`config.mk`:
```
export PLATFORM = sky130hd
export DESIGN_NAME = word_serializer
export DESIGN_NICKNAME = d
export VERILOG_FILES = /design/src/rtl/word_serializer_pkg.sv /design/src/rtl/word_serializer.sv
export SDC_FILE = /design/constraint.sdc
export NUM_CORES = 1
export LEC_CHECK = 0
export ABC_CLOCK_PERIOD_IN_PS = 2900
export BUFFER_PORTS_ARGS = -buffer_cell sky130_fd_sc_hd__buf_2
export CAP_MARGIN = 20
export CELL_PAD_IN_SITES_DETAIL_PLACEMENT = 2
export CELL_PAD_IN_SITES_GLOBAL_PLACEMENT = 2
export CORE_UTILIZATION = 34
export DETAILED_ROUTE_END_ITERATION = 10
export GPL_TIMING_DRIVEN = 0
export PLACE_DENSITY = 0.88
export SLEW_MARGIN = 30
export SYNTH_ARGS = -nofsm -noshare
export SYNTH_HDL_FRONTEND = slang
export SYNTH_SLANG_ARGS = --single-unit
```
`constraint.sdc`:
```
create_clock -name clk -period 2.9 [get_ports clk]
set_input_delay 0.145 -clock clk [delete_from_list [all_inputs] [get_ports clk]]
set_output_delay 0.145 -clock clk [all_outputs]
set_load 0.05 [all_outputs]
```
`src/rtl/word_serializer_pkg.sv`:
```
// Shared stream definitions for the word serializer: beat-order selectors,
// state encoding and the counter-width helper.
package word_serializer_pkg;

   // Beat-order selectors for the MSB_FIRST parameter.
   localparam int unsigned BEAT_LSB_FIRST = 0;
   localparam int unsigned BEAT_MSB_FIRST = 1;

   // Emission state: idle (no word held) or emitting beats of a held word.
   typedef enum logic {
      ST_IDLE = 1'b0,
      ST_EMIT = 1'b1
   } ser_state_e;

   // Ceiling log2 with a floor of 1, so a single-beat counter still has one bit.
   function automatic int unsigned clog2_floor1(input int unsigned n);
      return (n <= 2) ? 1 : $clog2(n);
   endfunction

endpackage

```
`src/rtl/word_serializer.sv`:
```
// Width down-converter: accepts one DW-bit word per handshake and emits it as
// DW/OW consecutive OW-bit beats, flagging the final beat with down_last.
// up_ready is combinational from down_ready so a new word can be taken in the
// same cycle as the last beat leaves, giving bubble-free word chaining.
module word_serializer
   import word_serializer_pkg::*;
#(
   parameter int unsigned DW        = 16,
   parameter int unsigned OW        = 4,
   parameter int unsigned MSB_FIRST = BEAT_LSB_FIRST
) (
   input  logic          clk,
   input  logic          rst,
   input  logic [DW-1:0] up_data,
   input  logic          up_valid,
   output logic          up_ready,
   output logic [OW-1:0] down_data,
   output logic          down_valid,
   output logic          down_last,
   input  logic          down_ready
);

   localparam int unsigned RATIO = DW / OW;
   localparam int unsigned CW    = clog2_floor1(RATIO);
   localparam logic [CW-1:0] LAST_CNT = CW'(RATIO - 1);

   if ((DW % OW) != 0) begin : g_bad_width
      $error("word_serializer: DW (%0d) must be an integer multiple of OW (%0d)", DW, OW);
   end

   ser_state_e    state;
   logic [CW-1:0] cnt;
   logic [DW-1:0] sreg;
   logic          busy;
   logic          up_fire;
   logic          dn_fire;

   assign busy       = (state == ST_EMIT);
   assign down_valid = busy;
   assign down_last  = busy && (cnt == LAST_CNT);
   assign up_ready   = !busy || (down_last && down_ready);
   assign up_fire    = up_valid && up_ready;
   assign dn_fire    = down_valid && down_ready;

   // The output slice always sits at the end of sreg that shifting moves toward.
   if (MSB_FIRST == BEAT_MSB_FIRST) begin : g_msb_out
      assign down_data = sreg[DW-1 -: OW];
   end else begin : g_lsb_out
      assign down_data = sreg[OW-1:0];
   end

   // Control: load on word accept, release after the last beat, else step the beat counter.
   always_ff @(posedge clk) begin
      if (rst) begin
         state <= ST_IDLE;
         cnt   <= '0;
      end else if (up_fire) begin
         state <= ST_EMIT;
         cnt   <= '0;
      end else if (dn_fire && down_last) begin
         state <= ST_IDLE;
         cnt   <= '0;
      end else if (dn_fire) begin
         cnt <= cnt + CW'(1);
      end
   end

   // Datapath: capture the accepted word, then shift one beat toward the output end per beat taken.
   always_ff @(posedge clk) begin
      if (up_fire) begin
         sreg <= up_data;
      end else if (dn_fire && !down_last) begin
         if (MSB_FIRST == BEAT_MSB_FIRST) begin
            sreg <= sreg << OW;
         end else begin
            sreg <= sreg >> OW;
         end
      end
   end

endmodule

```
# ---- Word level (Yosys, flattened, before mapping)
# Index checks and enable logic that the tools add are counted.
dict set report totals {
  inputBits 20
  output_inout_bits 7
  register_bits 19
  elab_cells 21
}
dict set report classes {
  n_addsub 1
  n_eq_ne 1
  muxes 4
  n_reduce_logical 12
}
# operator count
set ops {}
lappend ops {{two-way mux 16 bit} 2}
lappend ops {{logical AND 1 bit} 6}
lappend ops {{nonzero test 2 bit} 2}
lappend ops {{OR reduction 3 bit} 1}
lappend ops {{adder 2 x 1 -> 2 bit (second input constant)} 1}
lappend ops {{equality test 2 bit (second input constant)} 1}
lappend ops {{zero test 1 bit} 2}
lappend ops {{two-way mux 1 bit} 2}
lappend ops {{logical OR 1 bit} 1}

# ---- Logic depth before layout (Yosys ltp)
dict set report logic_depth {
  ltp_word 6
  depth_mapped 4
  depth_no_buf 4
}

# ---- Least setup slack after synthesis
# No wires, ideal clock.
dict set report synth_timing {
  path_type {register to register}
  from {reg state (netlist: down_valid)}
  to {reg sreg[0], enable pin}
  path_buffers 0
  arrival_ns 1.686
  synth_period_minus_slack_ns 2.081
  path_slack_ns 0.819
  path_stages_with_launch 3
  t_required_ns 2.505
  setup_time_ns 0.395
  path_cell_list {dfxtp_1 -> nand2_1 -> o22ai_1}
}
dict set report synth_via {
  elab_chain_cells 5
  word_cells_on_any_way 9
  cone_classes {reduce/logical (9)}
}
# item line_no
set synth_rtl {}
lappend synth_rtl {{start: declaration} word_serializer.sv:31} ;# ser_state_e state;
lappend synth_rtl {{start signal: assignment} word_serializer.sv:55} ;# state <= ST_IDLE;
lappend synth_rtl {{start signal: assignment} word_serializer.sv:58} ;# state <= ST_EMIT;
lappend synth_rtl {{start signal: assignment} word_serializer.sv:61} ;# state <= ST_IDLE;
lappend synth_rtl {{logical AND 1 bit} word_serializer.sv:40} ;# assign down_last = busy && (cnt == LAST_CNT);
lappend synth_rtl {{logical AND 1 bit} word_serializer.sv:41} ;# assign up_ready = !busy || (down_last && down_ready);
lappend synth_rtl {{logical OR 1 bit} word_serializer.sv:41}
lappend synth_rtl {{logical AND 1 bit} word_serializer.sv:42} ;# assign up_fire = up_valid && up_ready;
lappend synth_rtl {{nonzero test 2 bit (no line) (*)} -}
lappend synth_rtl {{end signal: assignment} word_serializer.sv:71} ;# sreg <= up_data;
lappend synth_rtl {{end signal: assignment} word_serializer.sv:74} ;# sreg <= sreg << OW;
lappend synth_rtl {{end signal: assignment} word_serializer.sv:76} ;# sreg <= sreg >> OW;
lappend synth_rtl {{end: declaration} word_serializer.sv:33} ;# logic [DW-1:0] sreg;
# Mark *: on every way between the ends. The rest lies on a longest branch, timed or not.
# A chain may end at the register's enable or synchronous reset.

# ---- Final worst setup path
dict set report layout_timing {
  from {reg cnt[0]}
  to {out up_ready}
}
dict set report layout_via {
  elab_chain_cells 4
}
# item line_no
set layout_rtl {}
lappend layout_rtl {{start: declaration} word_serializer.sv:32} ;# logic [CW-1:0] cnt;
lappend layout_rtl {{start signal: assignment} word_serializer.sv:64} ;# cnt <= cnt + CW'(1);
lappend layout_rtl {{equality test 2 bit} word_serializer.sv:40}
lappend layout_rtl {{logical AND 1 bit} word_serializer.sv:40}
lappend layout_rtl {{logical AND 1 bit} word_serializer.sv:41}
lappend layout_rtl {{logical OR 1 bit} word_serializer.sv:41}
lappend layout_rtl {{end: declaration} word_serializer.sv:16} ;# output logic up_ready,
# No other way between the ends.

==> flow_summary.ini <==
[critical_path]
critPathLaunchType = flip-flop
r2r_setup_slack_ns = 1.19
cp_max_fo = 8
r2r_end = sreg[5]
cp.required_ns = 2.76
crit_type = flip-flop to output port
crit-reg2reg-launch = cnt[0]
cp-end-kind = output port
reg2reg_depth = 4
arrival_ns = 1.60

[floorplan]
core.rowCount = 18
fp.dieW_um = 55.0
start_util_pct = 37.2
coreArea_mm2 = 0.00257
dieArea_mm2 = 0.00303
io_pins = 27
fp.dieH_um = 55.0

[timing]
slew_violations = 0
hold_viol = 0
min_period_ns = 1.75
tns_ns = 0
worst_slew_pin_slew_ns = 0.469
fin_crit_sh_pct = 60.2
setup_violations = 0
max_freq_mhz = 572
clock_skew_ns = 0.00904
slew-limit-headroom_pct = 68.8
finalWorstSetupSlack_ns = 1.15
rsz0062_at_grt = false

[clocking]
clk_path_buf_depth = 2
cts_buffers = 3
hold_buffers = 0
cts_resized = 0
clk_latency_ns = 0.31
cts.sink_count = 19
cts_setup_buffers = 0
cts_tree = done
path_clk_slew_ns = 0.12
cts.htree.levels = 1
cts-root-buf = clkbuf_4

[job]
drv_cap = 0

[global_routing]
grt_util_all_layers_pct = 18.2
grt_max_degree = 12
grt_pass1_vias = 804
antenna_found_initial = 0
grt_pass1_wl_um = 3750
grt_overflow = 0

[place]
dp.cells = 141
dpl_worst_slack_ns = 1.19
portBuffers = 26
dp_hpwl_um = 1720
dpl_cell_area_mm2 = 0.00114
gp_congestion = 0.657

[power_and_ir_drop]
p_leak_uw = 0.000525
p_switching_uw = 173
p_per_area_mw_per_mm2 = 511
seqPwrFrac_pct = 56.1
max-vdd-ir-drop_v = 0.000260
internal_power_uw = 424
power_frac_clock_pct = 23.5
pwr-share-comb_pct = 20.4
p_total_uw = 597
switching_share_pct = 29.0

[route]
firstDrtPassIters = 4
num_vias = 769
drt-total-wl_um = 2360
drcViolationCount = 0
drt_iter0_drc = 8
wire_per_inst_um = 16.3
vias_per_cell = 5.30
ant_nets = 0

[layout]
layout.nets = 137
fillCellCount = 277
stdcell_count = 145
design_area_mm2 = 0.00117
num_antenna_cells = 0
seqCellArea_um2 = 541
area.growth.synth_to_final_pct = 22.3
drive_gt1_share_pct = 39.1
multi_input_area_um2 = 317

[worst_hold_path]
hold_end = down_valid
hp-start = rst
hp-class = input pin to flip-flop
whs_path_depth = 2

[yosys]
synth_compound_area_share_pct = 19.4
synth.area.mux_share_pct = 0
synth_nets = 105
synth_top_area_share_pct = 50.3
synthAdderAreaFrac_pct = 1.31
netlist_area_um2 = 956
yosys-top-cells-area = edfxtp_1 50%, o32ai_1 11%, dfxtp_1 6.3%
synth-xor-area-share_pct = 0
yosysWarnings = 0
synth-simple-area-share_pct = 11.8
synth.largest_area_cell = edfxtp_1
async_flop_share_pct = 0
yosysUniqueCellTypes = 20
seq_area_frac_synth_pct = 56.5
postSynthAreaPerCell_um2 = 11.4
synth_most_common_cell = edfxtp_1
netlist_instances = 84
ys_ff_latch = 19
synth_top_family_by_area = compound AO/OA/AOI/OAI gates
yosys-top-cells-count = 16 x edfxtp_1, 13 x inv_1, 13 x nand2_1
ys.flop_type = edfxtp_1
synth_edf_count = 16

[run_status]
outcome = completed
[routing by layer]
metal / vias to the layer above / GRT usage [%] / share of wire, %
met1: 370 / 20.6 / 40
li1: 370 / - / -
met3: 2 / 4.10 / 5.6
met5: - / 0 / 0
met2: 27 / 33.7 / 54
met4: 0 / 5.00 / 0.38
[metrics by stage]
stage,utilization [%],hold WS [ns]
detailed placement,44.4,0.379
global placement,43.8,0.359
floorplan,-,0.211
finish,45.5,0.0431
CTS,45.5,0.0379
global route,45.5,0.0436
[cell usage in the layout (no fill, tap or decap), drive strengths merged]
| cell | synthesis | final |
|---|---|---|
| edfxtp | 16 | 16 |
| clkbuf | 2 | 5 |
| dfxtp | 3 | 3 |
| ha | 1 | 1 |
| buf | 7 | 34 |
| nand2 | 13 | 13 |
| o32ai | 12 | 12 |
| clkinv | 0 | 1 |
| inv | 14 | 14 |
| a221oi | 2 | 2 |
| a21bo | 2 | 2 |
| and2 | 1 | 1 |
| a21boi | 1 | 1 |
| o22ai | 1 | 1 |
| nor2b | 1 | 1 |
| and3 | 5 | 5 |
| nand4bb | 1 | 1 |
| a21oi | 1 | 1 |
| nand4b | 1 | 1 |
[logic make-up (layout without fill, tap and decap cells)]
logic type / after synthesis / count (layout)
flip-flops: 19 / 19
adder cells (fa/ha/maj): 1 / 1
AO/OA/AOI/OAI: 19 / 19
buffers and inverters: 23 / 54
AND/OR/NAND/NOR: 22 / 22
[state kept, by name, indices dropped and copies added (netlist names)]
| signal | count |
|---|---|
| sreg | 16 |
| cnt | 2 |
| down_valid | 1 |
[power by group through the flow]
| stage | clock (uW) | sequential [uW] | combinational [uW] |
|---|---|---|---|
| after floorplan | 0 | 342 | 79.2 |
| after global placement | 0 | 340 | 113 |
| after detailed placement | 0 | 342 | 122 |
| after CTS | 143 | 336 | 123 |
| after global routing | 157 | 338 | 132 |
| final | 140 | 335 | 122 |
[worst max-delay path by stage]
stage                          end  slack [ns]  startpoint  cells after the start
after floorplan            sreg[0]        0.82  down_valid                      2
after global placement     sreg[3]        0.58      cnt[0]                      3
after detailed placement   sreg[3]        1.19      cnt[0]                      4
after CTS                 up_ready        1.15      cnt[0]                      4
after global routing      up_ready        1.05      cnt[0]                      4
final                     up_ready        1.15      cnt[0]                      4
[final cells by class]
type / count / area share (%)
inverter: 14 / 4.50
tap: 30 / 3.21
clock inverter: 1 / 0.428
sequential: 19 / 46.3
multi-input combinational: 42 / 27.1
clock buffer: 3 / 1.93
buffer: 9 / 4.50
timing repair buffer: 27 / 12.1
[worst max-delay path, stage by stage (launching register included)]
cell and delay (ns):
dfxtp_1 0.38, ha_1 0.34, a21boi_4 0.13, inv_2 0.16, buf_2 0.29
No activity file was read; power rests on OpenSTA's default activity.
